--- config.mk ---
export PLATFORM = sky130hd
export DESIGN_NAME = uart
export DESIGN_NICKNAME = d
export VERILOG_FILES = /design/src/rtl/uart.sv
export SDC_FILE = /design/constraint.sdc
export NUM_CORES = 1
export LEC_CHECK = 0
export ABC_CLOCK_PERIOD_IN_PS = 4600
export BUFFER_PORTS_ARGS = -buffer_cell sky130_fd_sc_hd__buf_2
export CORE_UTILIZATION = 40
export CTS_BUF_LIST = sky130_fd_sc_hd__clkbuf_4 sky130_fd_sc_hd__clkbuf_8 sky130_fd_sc_hd__clkbuf_16
export DETAILED_ROUTE_END_ITERATION = 16
export PLACE_DENSITY_LB_ADDON = 0.15
export SLEW_MARGIN = 20
export SYNTH_ARGS = -nofsm -noshare
export SYNTH_HDL_FRONTEND = slang
export SYNTH_SLANG_ARGS = --single-unit
--- constraint.sdc ---
create_clock -name clock -period 4.6 [get_ports clock]
set_input_delay 0.92 -clock clock [delete_from_list [all_inputs] [get_ports clock]]
set_output_delay 0.92 -clock clock [all_outputs]
set_load 0.1 [all_outputs]
--- src/rtl/uart.sv ---
`timescale 1ns/1ps
`default_nettype none
// +--------------------------------------------------------------------------+
// | uart : full-duplex 8N1 UART, bit period set at runtime by clock_div      |
// | Revision: 1.0                                                            |
// +--------------------------------------------------------------------------+
module uart (
  input  logic        clock,
  input  logic        reset,
  input  logic [15:0] clock_div,
  input  logic [7:0]  tx_data,
  input  logic        tx_ready,
  output logic        tx,
  output logic        tx_done,
  input  logic        rx,
  output logic [7:0]  rx_data,
  output logic        rx_valid,
  output logic        rx_error
);

  typedef enum logic [1:0] {
    S_IDLE  = 2'd0,
    S_START = 2'd1,
    S_DATA  = 2'd2,
    S_STOP  = 2'd3
  } state_t;

  localparam logic [15:0] c_min_period = 16'd2;

  // Periods below two cycles cannot place a mid-bit sample, so clamp them.
  logic [15:0] w_period;
  assign w_period = (clock_div < c_min_period) ? c_min_period : clock_div;

  // ---------------------------------------------------------------- transmit
  state_t      r_tx_state, w_tx_state_nx;
  logic        r_tx_prev;
  logic [15:0] r_tx_timer, w_tx_timer_nx;
  logic [15:0] r_tx_period, w_tx_period_nx;
  logic [2:0]  r_tx_bit, w_tx_bit_nx;
  logic [7:0]  r_tx_shift, w_tx_shift_nx;
  logic        r_tx_line, w_tx_line_nx;
  logic        r_tx_done, w_tx_done_nx;
  logic        w_tx_tick;

  assign w_tx_tick = (r_tx_timer == 16'd0);
  assign tx        = r_tx_line;
  assign tx_done   = r_tx_done;

  always_ff @(posedge clock or negedge reset) begin
    if (!reset) begin
      r_tx_state  <= S_IDLE;
      r_tx_prev   <= 1'b0;
      r_tx_timer  <= 16'd0;
      r_tx_period <= c_min_period;
      r_tx_bit    <= 3'd0;
      r_tx_shift  <= 8'd0;
      r_tx_line   <= 1'b1;
      r_tx_done   <= 1'b1;
    end else begin
      r_tx_state  <= w_tx_state_nx;
      r_tx_prev   <= tx_ready;
      r_tx_timer  <= w_tx_timer_nx;
      r_tx_period <= w_tx_period_nx;
      r_tx_bit    <= w_tx_bit_nx;
      r_tx_shift  <= w_tx_shift_nx;
      r_tx_line   <= w_tx_line_nx;
      r_tx_done   <= w_tx_done_nx;
    end
  end

  always_comb begin
    w_tx_state_nx  = r_tx_state;
    w_tx_timer_nx  = r_tx_timer;
    w_tx_period_nx = r_tx_period;
    w_tx_bit_nx    = r_tx_bit;
    w_tx_shift_nx  = r_tx_shift;
    w_tx_line_nx   = r_tx_line;
    w_tx_done_nx   = r_tx_done;
    case (r_tx_state)
      S_IDLE: begin
        if (tx_ready && !r_tx_prev) begin
          w_tx_state_nx  = S_START;
          w_tx_shift_nx  = tx_data;
          w_tx_period_nx = w_period;
          w_tx_timer_nx  = w_period - 16'd1;
          w_tx_line_nx   = 1'b0;
          w_tx_done_nx   = 1'b0;
        end
      end
      S_START: begin
        w_tx_timer_nx = r_tx_timer - 16'd1;
        if (w_tx_tick) begin
          w_tx_state_nx = S_DATA;
          w_tx_timer_nx = r_tx_period - 16'd1;
          w_tx_bit_nx   = 3'd0;
          w_tx_line_nx  = r_tx_shift[0];
        end
      end
      S_DATA: begin
        w_tx_timer_nx = r_tx_timer - 16'd1;
        if (w_tx_tick) begin
          w_tx_timer_nx = r_tx_period - 16'd1;
          if (r_tx_bit == 3'd7) begin
            w_tx_state_nx = S_STOP;
            w_tx_line_nx  = 1'b1;
          end else begin
            // bit 0 is already on the line, so the next one out is shift[1]
            w_tx_bit_nx   = r_tx_bit + 3'd1;
            w_tx_shift_nx = {1'b0, r_tx_shift[7:1]};
            w_tx_line_nx  = r_tx_shift[1];
          end
        end
      end
      S_STOP: begin
        w_tx_timer_nx = r_tx_timer - 16'd1;
        if (w_tx_tick) begin
          w_tx_state_nx = S_IDLE;
          w_tx_done_nx  = 1'b1;
        end
      end
    endcase
  end

  // ----------------------------------------------------------------- receive
  state_t      r_rx_state, w_rx_state_nx;
  logic        r_rx_meta, r_rx_sync;
  logic [15:0] r_rx_timer, w_rx_timer_nx;
  logic [15:0] r_rx_period, w_rx_period_nx;
  logic [2:0]  r_rx_bit, w_rx_bit_nx;
  logic [7:0]  r_rx_shift, w_rx_shift_nx;
  logic [7:0]  r_rx_data, w_rx_data_nx;
  logic        r_rx_valid, w_rx_valid_nx;
  logic        r_rx_error, w_rx_error_nx;
  logic        r_rx_wait_high, w_rx_wait_high_nx;
  logic        w_rx_tick;

  assign w_rx_tick = (r_rx_timer == 16'd0);
  assign rx_data   = r_rx_data;
  assign rx_valid  = r_rx_valid;
  assign rx_error  = r_rx_error;

  always_ff @(posedge clock or negedge reset) begin
    if (!reset) begin
      r_rx_meta      <= 1'b1;
      r_rx_sync      <= 1'b1;
      r_rx_state     <= S_IDLE;
      r_rx_timer     <= 16'd0;
      r_rx_period    <= c_min_period;
      r_rx_bit       <= 3'd0;
      r_rx_shift     <= 8'd0;
      r_rx_data      <= 8'd0;
      r_rx_valid     <= 1'b0;
      r_rx_error     <= 1'b0;
      r_rx_wait_high <= 1'b0;
    end else begin
      r_rx_meta      <= rx;
      r_rx_sync      <= r_rx_meta;
      r_rx_state     <= w_rx_state_nx;
      r_rx_timer     <= w_rx_timer_nx;
      r_rx_period    <= w_rx_period_nx;
      r_rx_bit       <= w_rx_bit_nx;
      r_rx_shift     <= w_rx_shift_nx;
      r_rx_data      <= w_rx_data_nx;
      r_rx_valid     <= w_rx_valid_nx;
      r_rx_error     <= w_rx_error_nx;
      r_rx_wait_high <= w_rx_wait_high_nx;
    end
  end

  always_comb begin
    w_rx_state_nx     = r_rx_state;
    w_rx_timer_nx     = r_rx_timer;
    w_rx_period_nx    = r_rx_period;
    w_rx_bit_nx       = r_rx_bit;
    w_rx_shift_nx     = r_rx_shift;
    w_rx_data_nx      = r_rx_data;
    w_rx_valid_nx     = 1'b0;
    w_rx_error_nx     = 1'b0;
    w_rx_wait_high_nx = r_rx_wait_high;
    case (r_rx_state)
      S_IDLE: begin
        // A framing error leaves the line possibly stuck low; require a high
        // level before treating the next low as a start bit.
        if (r_rx_wait_high) begin
          if (r_rx_sync) w_rx_wait_high_nx = 1'b0;
        end else if (!r_rx_sync) begin
          w_rx_state_nx  = S_START;
          w_rx_period_nx = w_period;
          w_rx_timer_nx  = {1'b0, w_period[15:1]} - 16'd1;
        end
      end
      S_START: begin
        w_rx_timer_nx = r_rx_timer - 16'd1;
        if (w_rx_tick) begin
          if (r_rx_sync) begin
            w_rx_state_nx = S_IDLE;
          end else begin
            w_rx_state_nx = S_DATA;
            w_rx_timer_nx = r_rx_period - 16'd1;
            w_rx_bit_nx   = 3'd0;
          end
        end
      end
      S_DATA: begin
        w_rx_timer_nx = r_rx_timer - 16'd1;
        if (w_rx_tick) begin
          w_rx_shift_nx = {r_rx_sync, r_rx_shift[7:1]};
          w_rx_timer_nx = r_rx_period - 16'd1;
          if (r_rx_bit == 3'd7) w_rx_state_nx = S_STOP;
          else                  w_rx_bit_nx   = r_rx_bit + 3'd1;
        end
      end
      S_STOP: begin
        w_rx_timer_nx = r_rx_timer - 16'd1;
        if (w_rx_tick) begin
          w_rx_state_nx = S_IDLE;
          if (r_rx_sync) begin
            w_rx_data_nx  = r_rx_shift;
            w_rx_valid_nx = 1'b1;
          end else begin
            w_rx_error_nx     = 1'b1;
            w_rx_wait_high_nx = 1'b1;
          end
        end
      end
    endcase
  end

endmodule
`default_nettype wire

# Yosys cells after proc, flatten, opt, wreduce, memory -nomap -nowiden

Index checks and enable logic that the tools add are counted.

Register bits after elaboration: 106
Bits of input ports: 28
Output and inout port bits: 12

Add/sub/neg operators: 8
Magnitude comparators: 1
Eq/ne operators: 23
Multiplexer cells: 54
Bitwise gates (word level): 2
Reductions and logical operators: 26

Operators with widths:

| kind                                                                  | count |
|---|---|
| 16-bit two-way mux                                                    | 8 |
| 16-bit by 1-bit subtractor with 16-bit output, second input constant  | 5 |
| 16-bit one-hot mux with 4 select lines                                | 1 |
| 16-bit one-hot mux with 3 select lines                                | 1 |
| 16-bit logical NOT                                                    | 2 |
| 2-bit != test, second input constant                                  | 15 |
| 2-bit two-way mux                                                     | 12 |
| 8-bit two-way mux                                                     | 3 |
| 3-bit two-way mux                                                     | 7 |
| 16-bit by 2-bit < comparator with 1-bit output, second input constant | 1 |
| 2-bit one-hot mux with 4 select lines                                 | 2 |
| 8-bit one-hot mux with 2 select lines                                 | 1 |
| 15-bit by 1-bit subtractor with 16-bit output, second input constant  | 1 |
| 1-bit two-way mux                                                     | 14 |
| 3-bit one-hot mux with 2 select lines                                 | 2 |
| 3-bit AND reduction                                                   | 4 |
| 4-bit AND reduction                                                   | 3 |
| 5-bit AND reduction                                                   | 2 |
| 2-bit nonzero test                                                    | 5 |
| 2-bit == test, second input constant                                  | 4 |
| 3-bit by 1-bit adder with 3-bit output, second input constant         | 2 |
| 3-bit == test, second input constant                                  | 2 |
| 2-bit AND reduction                                                   | 3 |
| 6-bit AND reduction                                                   | 1 |
| 9 further kinds                                                       | 13 |

# Depth between registers and ports, before layout

Gate-level depths: netlist of the first run.

Depth after elaboration: 6
Mapped depth: 11
Mapped depth without buffers: 10

# Worst setup path after synthesis of the first run

No wires, ideal clock.

Kind: input to register
From: input port clock_div[3]
To: register r_tx_timer[13]
Setup time: 0.124 ns
Data arrival time: 3.404 ns
Data required time: 4.476 ns
Setup slack: 1.072 ns
Stages on the path: 11
Cell sequence: clkbuf_1 > nor4_1 > nand4_1 > nor2b_1 > ha_1 > or3b_2 > nor4_1 > nand2_1 > xor2_1 > o21ai_0 > a211o_1

Longest elaborated chain between the ends: 5

Ends and longest elaborated chain:

| what                                              | RTL line | text |
|---|---|---|
| start: declaration                                | 10       | `input logic [15:0] clock_div,` |
| 16-bit by 2-bit < comparator with 1-bit output    | 32       | `assign w_period = (clock_div < c_min_period) ? c_min_period : clock_div;` |
| 16-bit two-way mux (*)                            | 32       |  |
| 16-bit by 1-bit subtractor with 16-bit output (*) | 85       | `w_tx_timer_nx = w_period - 16'd1;` |
| 16-bit two-way mux (*)                            | 81       | `if (tx_ready && !r_tx_prev) begin` |
| 16-bit one-hot mux with 3 select lines (*)        | 79       | `case (r_tx_state)` |
| end signal: assignment                            | 62       | `r_tx_timer <= w_tx_timer_nx;` |
| end: declaration                                  | 37       | `logic [15:0] r_tx_timer, w_tx_timer_nx;` |

Mark *: on every way between the ends. The rest lies on a longest branch, timed or not. The select of a mux whose other input is x is not followed.
A chain may end at the register's enable or synchronous reset.

# Final worst setup path of the first run

From: input port clock_div[12]
To: register r_tx_timer[10]

Longest elaborated chain between the ends: 5

Ends and longest elaborated chain:

| what                                           | RTL line |
|---|---|
| 16-bit by 2-bit < comparator with 1-bit output | 32 |
| 16-bit two-way mux                             | 32 |
| 16-bit by 1-bit subtractor with 16-bit output  | 85 |
| 16-bit two-way mux                             | 81 |
| 16-bit one-hot mux with 3 select lines         | 79 |

Every way passes these cells. The select of a mux whose other input is x is not followed.

==> impl_metrics.tcl, run 1 <==
set metrics [dict create \
    outcome "complete, no violations" \
    cap_violations 0 \
    setup.worst_path.class "primary input to flip-flop" \
    holdWs_ns 0.361 \
    h-tree-depth 3 \
    worstPathMaxFanout 8 \
    root_buffer "clkbuf_16" \
    numCtsBuffers 9 \
    ir_drop_uv 335 \
    power_density_mw_per_mm2 497 \
    grt_overflow_total 0 \
    num_io_pins 40 \
    cts_resized 0 \
    gp_congestion 0.849 \
    grt_setup_unrepaired "false" \
    syn_nets 765 \
    min_period_over_period 0.772 \
    ant_nets 0 \
    start_kind "primary input" \
    std_cell_rows 46 \
    vias_per_cell 5.68 \
    synth_seq_cells 106 \
    dieArea_mm2 0.0169 \
    grt_pass1_vias 5226 \
    ff_latch_area_mm2 0.00266 \
    clkSinkCount 106 \
    grt_max_degree 55 \
    critPathMostFrequentCell "nand2_1" \
    dp_hpwl_mm 12.4 \
    clk_latency_ns 0.37 \
    hold_violations 0 \
    syn_avg_cell_area_um2 9.10 \
    area_growth_pct 9.70 \
    cp.arrival_ns 3.80 \
    post_cts_buffers 0 \
    period_minus_slack_ns 3.55 \
    die_h_um 130 \
    synth_edf_count 0 \
    routed_wl_mm 16.9 \
    antenna_found_initial 0 \
    track_usage 0.211 \
    fin_worst_skew_ns 0.0108 \
    coreArea_mm2 0.0159 \
    io_buffers 39 \
    antenna-diode-count 0 \
    p_leak_nw 3.06 \
    nets 781 \
    clockBufferDepth 2 \
    synth_area_mm2 0.00656 \
    layout_common_cells "nand2_1 (115), dfrtp_1 (100), nor2_1 (50)" \
    wl_per_cell_um 17.6 \
    critPathMaxStageDelay_ns 0.67 \
    async_reset_ff_frac 1.00 \
    drc_errors 0 \
    drt_iter0_markers 470 \
    holdBufCountCts 0 \
    firstDrtPassIters 5 \
    finalMaxSlewViolations 0 \
    timing.setup.tns_ns 0 \
    tightest_slew_ns 1.07 \
    synth_ff_type "dfrtp_1" \
    vias 5437 \
    ys_seq_area_frac 0.405 \
    cts_tree "built" \
    yosysWarningCount 0 \
    synth_cell_types 66 \
    postSynthCellCount 721 \
    hold_class "flip-flop to flip-flop" \
    path_cells "buf_2, nor4_1, nand4_1, nand2_1, ha_1, nor4b_1, and2_1, nand2_1, xnor2_1, o22a_2, o31a_1" \
    die_width_um 130 \
    end_kind "flip-flop" \
    slew_headroom 0.286 \
    clkTransAtPathRegs_ns 0.08 \
    multi_input_area_mm2 0.00363 \
    grt_pass1_wl_mm 27.2 \
    required_ns 4.85 \
    total_power_mw 3.58 \
    final_common_cell "nand2_1" \
    drive_gt1_frac 0.160 \
    start_util 0.412 \
    crit_slowest_cell "nor4_1" \
    setup_viol 0 \
    fmax_mhz 282 \
    fillCellCount 1603 \
]
==> layout make-up <==
cell class	count	area share
sequential	106	0.369
timing repair buffer	47	0.0358
inverter	18	0.00938
multi-input combinational	555	0.505
clock buffer	9	0.0313
clock inverter	7	0.0120
tap	216	0.0375
==> worst paths after layout <==
check                                     startpoint                          to  slack, ns  cells after the start
hold / removal                   r_rx_meta$_DFF_PN1_         r_rx_sync$_DFF_PN1_       0.36                      0
setup / recovery                       clock_div[12]  r_tx_timer[10]$_DFFE_PN0P_       1.05                     11
min in group asynchronous                      reset   r_rx_timer[0]$_DFFE_PN0P_       0.59                      1
setup reg to reg           r_tx_timer[0]$_DFFE_PN0P_  r_tx_timer[14]$_DFFE_PN0P_       1.48                      8
max in group asynchronous                      reset              tx$_DFFE_PN1P_       3.05                      2
hold reg to reg                  r_rx_meta$_DFF_PN1_         r_rx_sync$_DFF_PN1_       0.36                      0
==> cells by family after synthesis <==
logic type	after synthesis	synth area share
compound gates	152	0.159
mux	43	0.0721
simple gates	284	0.212
xor+xnor	60	0.0801
fa+ha+maj	16	0.0305
buf+inv	60	0.0416
flops	106	0.405
==> synth_stat cells, drive strengths merged, types with 7 or more instances <==
library cell,n,area [um2]
nand2b,7,43.8
inv,18,67.6
or4,9,75.1
mux2,34,383
o21ai,34,170
dfrtp,100,2500
nor3,25,125
ha,16,200
nor2,51,191
o221ai,8,70.1
o21a,8,60.1
xor2,23,201
or3,11,72.6
clkbuf,37,170
a21oi,33,165
o211ai,12,90.1
nand2,116,438
nand3,7,35.0
nor4,18,119
mux2i,9,90.1
a22o,8,70.1
xnor2,37,324
o31ai,7,52.6
==> power breakdown <==
| part | leakage [nW] | switching [mW] | internal (mW) |
|---|---|---|---|
| sequential | 1.30 | 0.289 | 1.17 |
| combinational | 1.61 | 0.709 | 0.602 |
| clock | 0.153 | 0.414 | 0.394 |
| total | 3.06 | 1.41 | 2.17 |
==> worst max-delay path, delay by kind of cell <==
kind,cells,cell delay (ns)
simple gates,6,2.10
buf+inv,1,0.15
xor+xnor,1,0.14
compound gates,2,0.29
fa+ha+maj,1,0.20
==> routing by layer <==
metal  share of wire  up-vias  global-route usage
met5               0        -                   0
met4          0.0074        0              0.0369
met3           0.067        9              0.0508
met2            0.43      147               0.317
met1            0.49     2680               0.309
li1                -     2601                   -
==> through the flow <==
stage	cell area (um2)	worst slack [ns]	cells	util
3_5_place_dp	6890	0.675	942	0.432
5_1_grt	7200	0.646	958	0.452
4_1_cts	7200	1.07	958	0.452
2_1_floorplan	6560	1.07	721	-
3_3_place_gp	6890	0.828	942	0.432
6_report	7200	1.05	958	0.452
==> registers in the layout, indices dropped and copies added, names as in the netlist, named ones only <==
register and count:
r_rx_bit 3, r_rx_meta 1, r_rx_period 16, r_rx_shift 8, r_rx_state 1, r_rx_sync 1
r_rx_timer 16, r_rx_wait_high 1, r_tx_bit 3, r_tx_period 16, r_tx_prev 1, r_tx_shift 8
r_tx_state 2, r_tx_timer 16, rx_data 8, rx_error 1, rx_valid 1, tx 1
tx_done 1
Power figures use the tool's default switching activity.
==> run 2: changes to the inputs <==
- ABC_CLOCK_PERIOD_IN_PS: 4600 -> 3100
- clock period: 4.6 -> 3.1 ns (I/O delays scaled with it)
==> run 2 against run 1 <==
Worst setup slack worse by 0.75 ns. Final cell count is 3.2% higher. Sequential power is 49% higher. Via count is 2.9% higher. Sequential cell count stayed put. First-iteration DRC count is 9.1% lower. Sequential share of layout area is 1.1 points lower. Cell area is 3.0% higher. Die area stayed put. Critical endpoint unchanged. Non-clock buffer count is 31 higher. Critical path type is now flip-flop to flip-flop. Register-to-register slack worse by 1.2 ns.
==> impl_metrics.tcl, run 2 (synthesis results as in run 1) <==
set metrics [dict create \
    outcome "complete, no violations" \
    min_period_over_period 0.904 \
    routed_wl_mm 17.6 \
    antenna-diode-count 0 \
    clk_latency_ns 0.35 \
    fillCellCount 1558 \
    drive_gt1_frac 0.194 \
    clockPowerShare 0.212 \
    clkTransAtPathRegs_ns 0.08 \
    dp_hpwl_mm 12.8 \
    worstReg2RegStart "r_tx_timer[0]$_DFFE_PN0P_" \
    num_io_pins 40 \
    tightest_slew_ns 0.702 \
    critPathMostFrequentCell "or4_4" \
    crit_slowest_cell "or4_4" \
    vias 5592 \
    fin_worst_skew_ns 0.00890 \
    final_common_cell "nand2_1" \
    place_area_mm2 0.00713 \
    area_growth_pct 13.0 \
    finalMaxSlewViolations 0 \
    required_ns 3.34 \
    vias_per_cell 5.65 \
    antenna_found_initial 0 \
    io_buffers 39 \
    grt_pass1_vias 5523 \
    hold_class "primary input to asynchronous set/reset pin" \
    nets 812 \
    end_kind "flip-flop" \
    setup.worst_path.class "flip-flop to flip-flop" \
    cts_tree "built" \
    path_cells "inv_1, ha_1, or3b_4, or4_4, or4_4, xor2_1, a221oi_2, o31a_1" \
    coreArea_mm2 0.0159 \
    post_cts_buffers 0 \
    cp-startpoint "r_tx_timer[0]$_DFFE_PN0P_" \
    finalInstanceArea_mm2 0.00741 \
    die_width_um 130 \
    die_h_um 130 \
    worstPathMaxFanout 6 \
    start_kind "flip-flop" \
    grt_pass1_wl_mm 28.8 \
    pwr-share-seq 0.410 \
    p_int_mw 3.26 \
    h-tree-depth 3 \
    numCtsBuffers 9 \
    start_util 0.412 \
    hold_violations 0 \
    period_minus_slack_ns 2.80 \
    cp.arrival_ns 3.04 \
    critPathMaxStageDelay_ns 0.47 \
    grt_max_degree 75 \
    cts_resized 0 \
    fmax_mhz 357 \
    p_leak_nw 3.21 \
    swShare 0.385 \
    std_cell_rows 46 \
    ir_drop_uv 386 \
    ant_nets 0 \
    root_buffer "clkbuf_16" \
    firstDrtPassIters 5 \
    clkSinkCount 106 \
    holdBufCountCts 0 \
    cap_violations 0 \
    clockBufferDepth 2 \
    wl_per_cell_um 17.8 \
    combPwrFrac 0.379 \
    dieArea_mm2 0.0169 \
    slew_headroom 0.529 \
    gp_congestion 0.873 \
    layout_common_cells "nand2_1 (115), dfrtp_1 (100), nor2_1 (51)" \
    power_density_mw_per_mm2 714 \
    drc_errors 0 \
    track_usage 0.221 \
    grt_overflow_total 0 \
    grt_setup_unrepaired "false" \
    drt_iter0_markers 427 \
    total_power_mw 5.29 \
    p_switching_mw 2.04 \
    setup_viol 0 \
]
==> run 2: cell types whose count changed in the layout (fill, tap and decap cells not counted), sizes merged <==
cell,change
inv,-3
buf,+31
clkbuf,+3
==> run 2: final timing paths <==
| path | end | slack (ns) | cells after the start |
|---|---|---|---|
| setup / recovery | r_tx_timer[10]$_DFFE_PN0P_ | 0.30 | 8 |
| hold / removal | r_rx_timer[11]$_DFFE_PN0P_ | 0.22 | 1 |
| setup reg to reg | r_tx_timer[10]$_DFFE_PN0P_ | 0.30 | 8 |
| hold reg to reg | r_rx_sync$_DFF_PN1_ | 0.36 | 0 |
| max in group asynchronous | r_tx_period[1]$_DFFE_PN1P_ | 2.08 | 2 |
| min in group clock | r_rx_sync$_DFF_PN1_ | 0.36 | 0 |
==> run 2: cell type report <==
type	instances	area [um2]	area share
clock buffers	12	254	0.0343
clock inverters	4	27.5	0.00371
inverters	18	67.6	0.00911
multi-input cells	555	3630	0.490
flip-flops and latches	106	2660	0.359
well taps	216	270	0.0364
repair buffers	78	503	0.0678
==> run 2: worst max-delay path: cells and delay by family, from the launching register on <==
| family | cells | cell delay, ns |
|---|---|---|
| adders and majority gates | 1 | 0.19 |
| DFF | 1 | 0.42 |
| AOI/OAI and AO/OA | 2 | 0.39 |
| xor gates and xnor gates | 1 | 0.23 |
| and+or+nand+nor | 3 | 1.31 |
| buffers and inverters | 1 | 0.13 |
==> run 2: per-layer routing <==
layer | up-vias | share of wire | wire, um | GRT usage
met2 | 137 | 0.44 | 7790 | 0.340
li1 | 2659 | - | - | -
met5 | - | 0 | 0 | 0
met4 | 0 | 0.019 | 339 | 0.0739
met1 | 2774 | 0.49 | 8730 | 0.321
met3 | 22 | 0.044 | 784 | 0.0262
==> run 2: stage by stage <==
step           instances   TNS, ns   util  setup WS, ns  hold WS, ns
2_1_floorplan        721         0      -        0.0135        0.324
3_3_place_gp         973         0  0.447        0.0512        0.348
3_5_place_dp         973  -0.00990  0.447      -0.00990        0.348
4_1_cts              989         0  0.465         0.318        0.230
5_1_grt              989         0  0.465         0.139        0.251
6_report             989         0  0.465         0.298        0.218
==> run 2: power by group through the flow <==
stage	Sequential, mW	Combinational (mW)	Clock, mW
after global placement	2.16	1.94	0
after detailed placement	2.18	2.00	0
after CTS	2.16	2.00	1.14
final	2.17	2.00	1.12
after global routing	2.22	2.23	1.19
after floorplan	2.07	1.60	0
==> run 3: changes to the inputs <==
- CORE_UTILIZATION: 40 -> 25
==> run 3 against run 2 <==
Clock power is 8% higher. Worst setup slack improved by 0.025 ns. Core utilization decreased by 16 points. Sequential share of layout area shrank 1.2 points. Die area increased by 59%. Routed wire length increased by 9.6%.
==> impl_metrics.tcl, run 3 (synthesis results as in run 1) <==
set metrics [dict create \
    outcome "complete, no violations" \
    antenna-diode-count 0 \
    ant_nets 0 \
    die_h_um 164 \
    min_period_over_period 0.896 \
    cap_violations 0 \
    start_util 0.258 \
    holdBufCountCts 0 \
    setup_viol 0 \
    vias 5464 \
    grt_pass1_wl_mm 30.8 \
    p_leak_nw 3.29 \
    hold_class "primary input to asynchronous set/reset pin" \
    die_width_um 164 \
    dieArea_mm2 0.0269 \
    slew_headroom 0.594 \
    drt_iter0_markers 266 \
    h-tree-depth 3 \
    finalMaxSlewViolations 0 \
    tightest_slew_ns 0.607 \
    routed_wl_mm 19.3 \
    nets 825 \
    fmax_mhz 360 \
    gp_congestion 0.758 \
    numCtsBuffers 9 \
    num_io_pins 40 \
    path_cells "inv_1, ha_1, or3b_4, or4_4, or4_4, xor2_1, a221oi_2, o31a_1" \
    finalInstanceArea_mm2 0.00767 \
    drc_errors 0 \
    setup.worst_path.class "flip-flop to flip-flop" \
    clockBufferDepth 2 \
    grt_setup_unrepaired "false" \
    io_buffers 39 \
    post_cts_buffers 0 \
    cts_tree "built" \
    firstDrtPassIters 5 \
    required_ns 3.35 \
    clkTransAtPathRegs_ns 0.08 \
    cts_resized 0 \
    place_area_mm2 0.00737 \
    fillCellCount 2675 \
    vias_per_cell 4.90 \
    area_growth_pct 16.9 \
    start_kind "flip-flop" \
    drive_gt1_frac 0.207 \
    crit_slowest_cell "or4_4" \
    cp.arrival_ns 3.03 \
    std_cell_rows 58 \
    period_minus_slack_ns 2.78 \
    critPathMostFrequentCell "or4_4" \
    grt_overflow_total 0 \
    grt_pass1_vias 5309 \
    ir_drop_uv 302 \
    antenna_found_initial 0 \
    dp_hpwl_mm 14.1 \
    wl_per_cell_um 17.3 \
    end_kind "flip-flop" \
    grt_max_degree 74 \
    critPathMaxStageDelay_ns 0.48 \
    clkSinkCount 106 \
    final_common_cell "nand2_1" \
    layout_common_cells "nand2_1 (115), dfrtp_1 (100), buf_4 (52)" \
    power_density_mw_per_mm2 707 \
    root_buffer "clkbuf_16" \
    hold_violations 0 \
    worstPathMaxFanout 6 \
    holdWs_ns 0.201 \
    clk_latency_ns 0.36 \
    total_power_mw 5.43 \
    track_usage 0.150 \
    ff2ff_setup_slack_ns 0.32 \
    fin_worst_skew_ns 0.0106 \
    coreArea_mm2 0.0255 \
    timing.setup.tns_ns 0 \
]
run 3: cell count changes in the layout (fill, tap and decap cells not counted):
cell,change
inv_8,+1
clkinv_2,-2
clkinv_4,-1
clkbuf_4,-2
buf_4,+13
inv_6,+3
clkinv_8,+1
run 3: per-stage QoR:
stage,cells,worst slack (ns),utilization
finish,1116,0.323,0.301
global route,1116,0.158,0.301
CTS,1116,0.319,0.301
detailed placement,1100,0.0208,0.289
global placement,1100,0.0429,0.289
floorplan,721,0.0135,-
run 3: routing by layer:
metal,GRT usage,wire length [um],vias to the layer above
met5,0,0,-
met4,0.0265,131,0
met3,0.0250,713,6
met2,0.215,7940,77
met1,0.235,10600,2691
li1,-,-,2690
run 3: final timing paths:
| check | endpoint | startpoint | depth (start not counted) |
|---|---|---|---|
| setup / recovery | r_tx_timer[10]$_DFFE_PN0P_ | r_tx_timer[0]$_DFFE_PN0P_ | 8 |
| hold / removal | rx_data[1]$_DFFE_PN0P_ | reset | 1 |
| setup reg to reg | r_tx_timer[10]$_DFFE_PN0P_ | r_tx_timer[0]$_DFFE_PN0P_ | 8 |
| hold reg to reg | r_rx_sync$_DFF_PN1_ | r_rx_meta$_DFF_PN1_ | 0 |
| max in group asynchronous | r_tx_period[1]$_DFFE_PN1P_ | reset | 2 |
| min in group clock | r_rx_meta$_DFF_PN1_ | rx | 1 |
run 3: power breakdown:
group | leakage (nW) | total [mW] | internal (mW) | switching [mW]
clock network | 0.149 | 1.21 | 0.594 | 0.614
registers | 1.30 | 2.15 | 1.74 | 0.406
logic | 1.83 | 2.07 | 0.956 | 1.11
run 3: worst max-delay path: cells and delay by family, from the launching register on:
family	cells	cell delay, ns
flops	1	0.42
fa+ha+maj	1	0.19
xor+xnor	1	0.25
simple gates	3	1.32
buf+inv	1	0.11
compound gates	2	0.39
run 3: cell type report:
type                            count  area, um2  share of cell area
Sequential cell                   106       2660               0.347
Multi-Input combinational cell    555       3630               0.473
Timing Repair Buffer               91        601              0.0783
Tap cell                          330        413              0.0538
Inverter                           18       67.6             0.00880
Clock inverter                      6       62.6             0.00815
Clock buffer                       10        239              0.0311
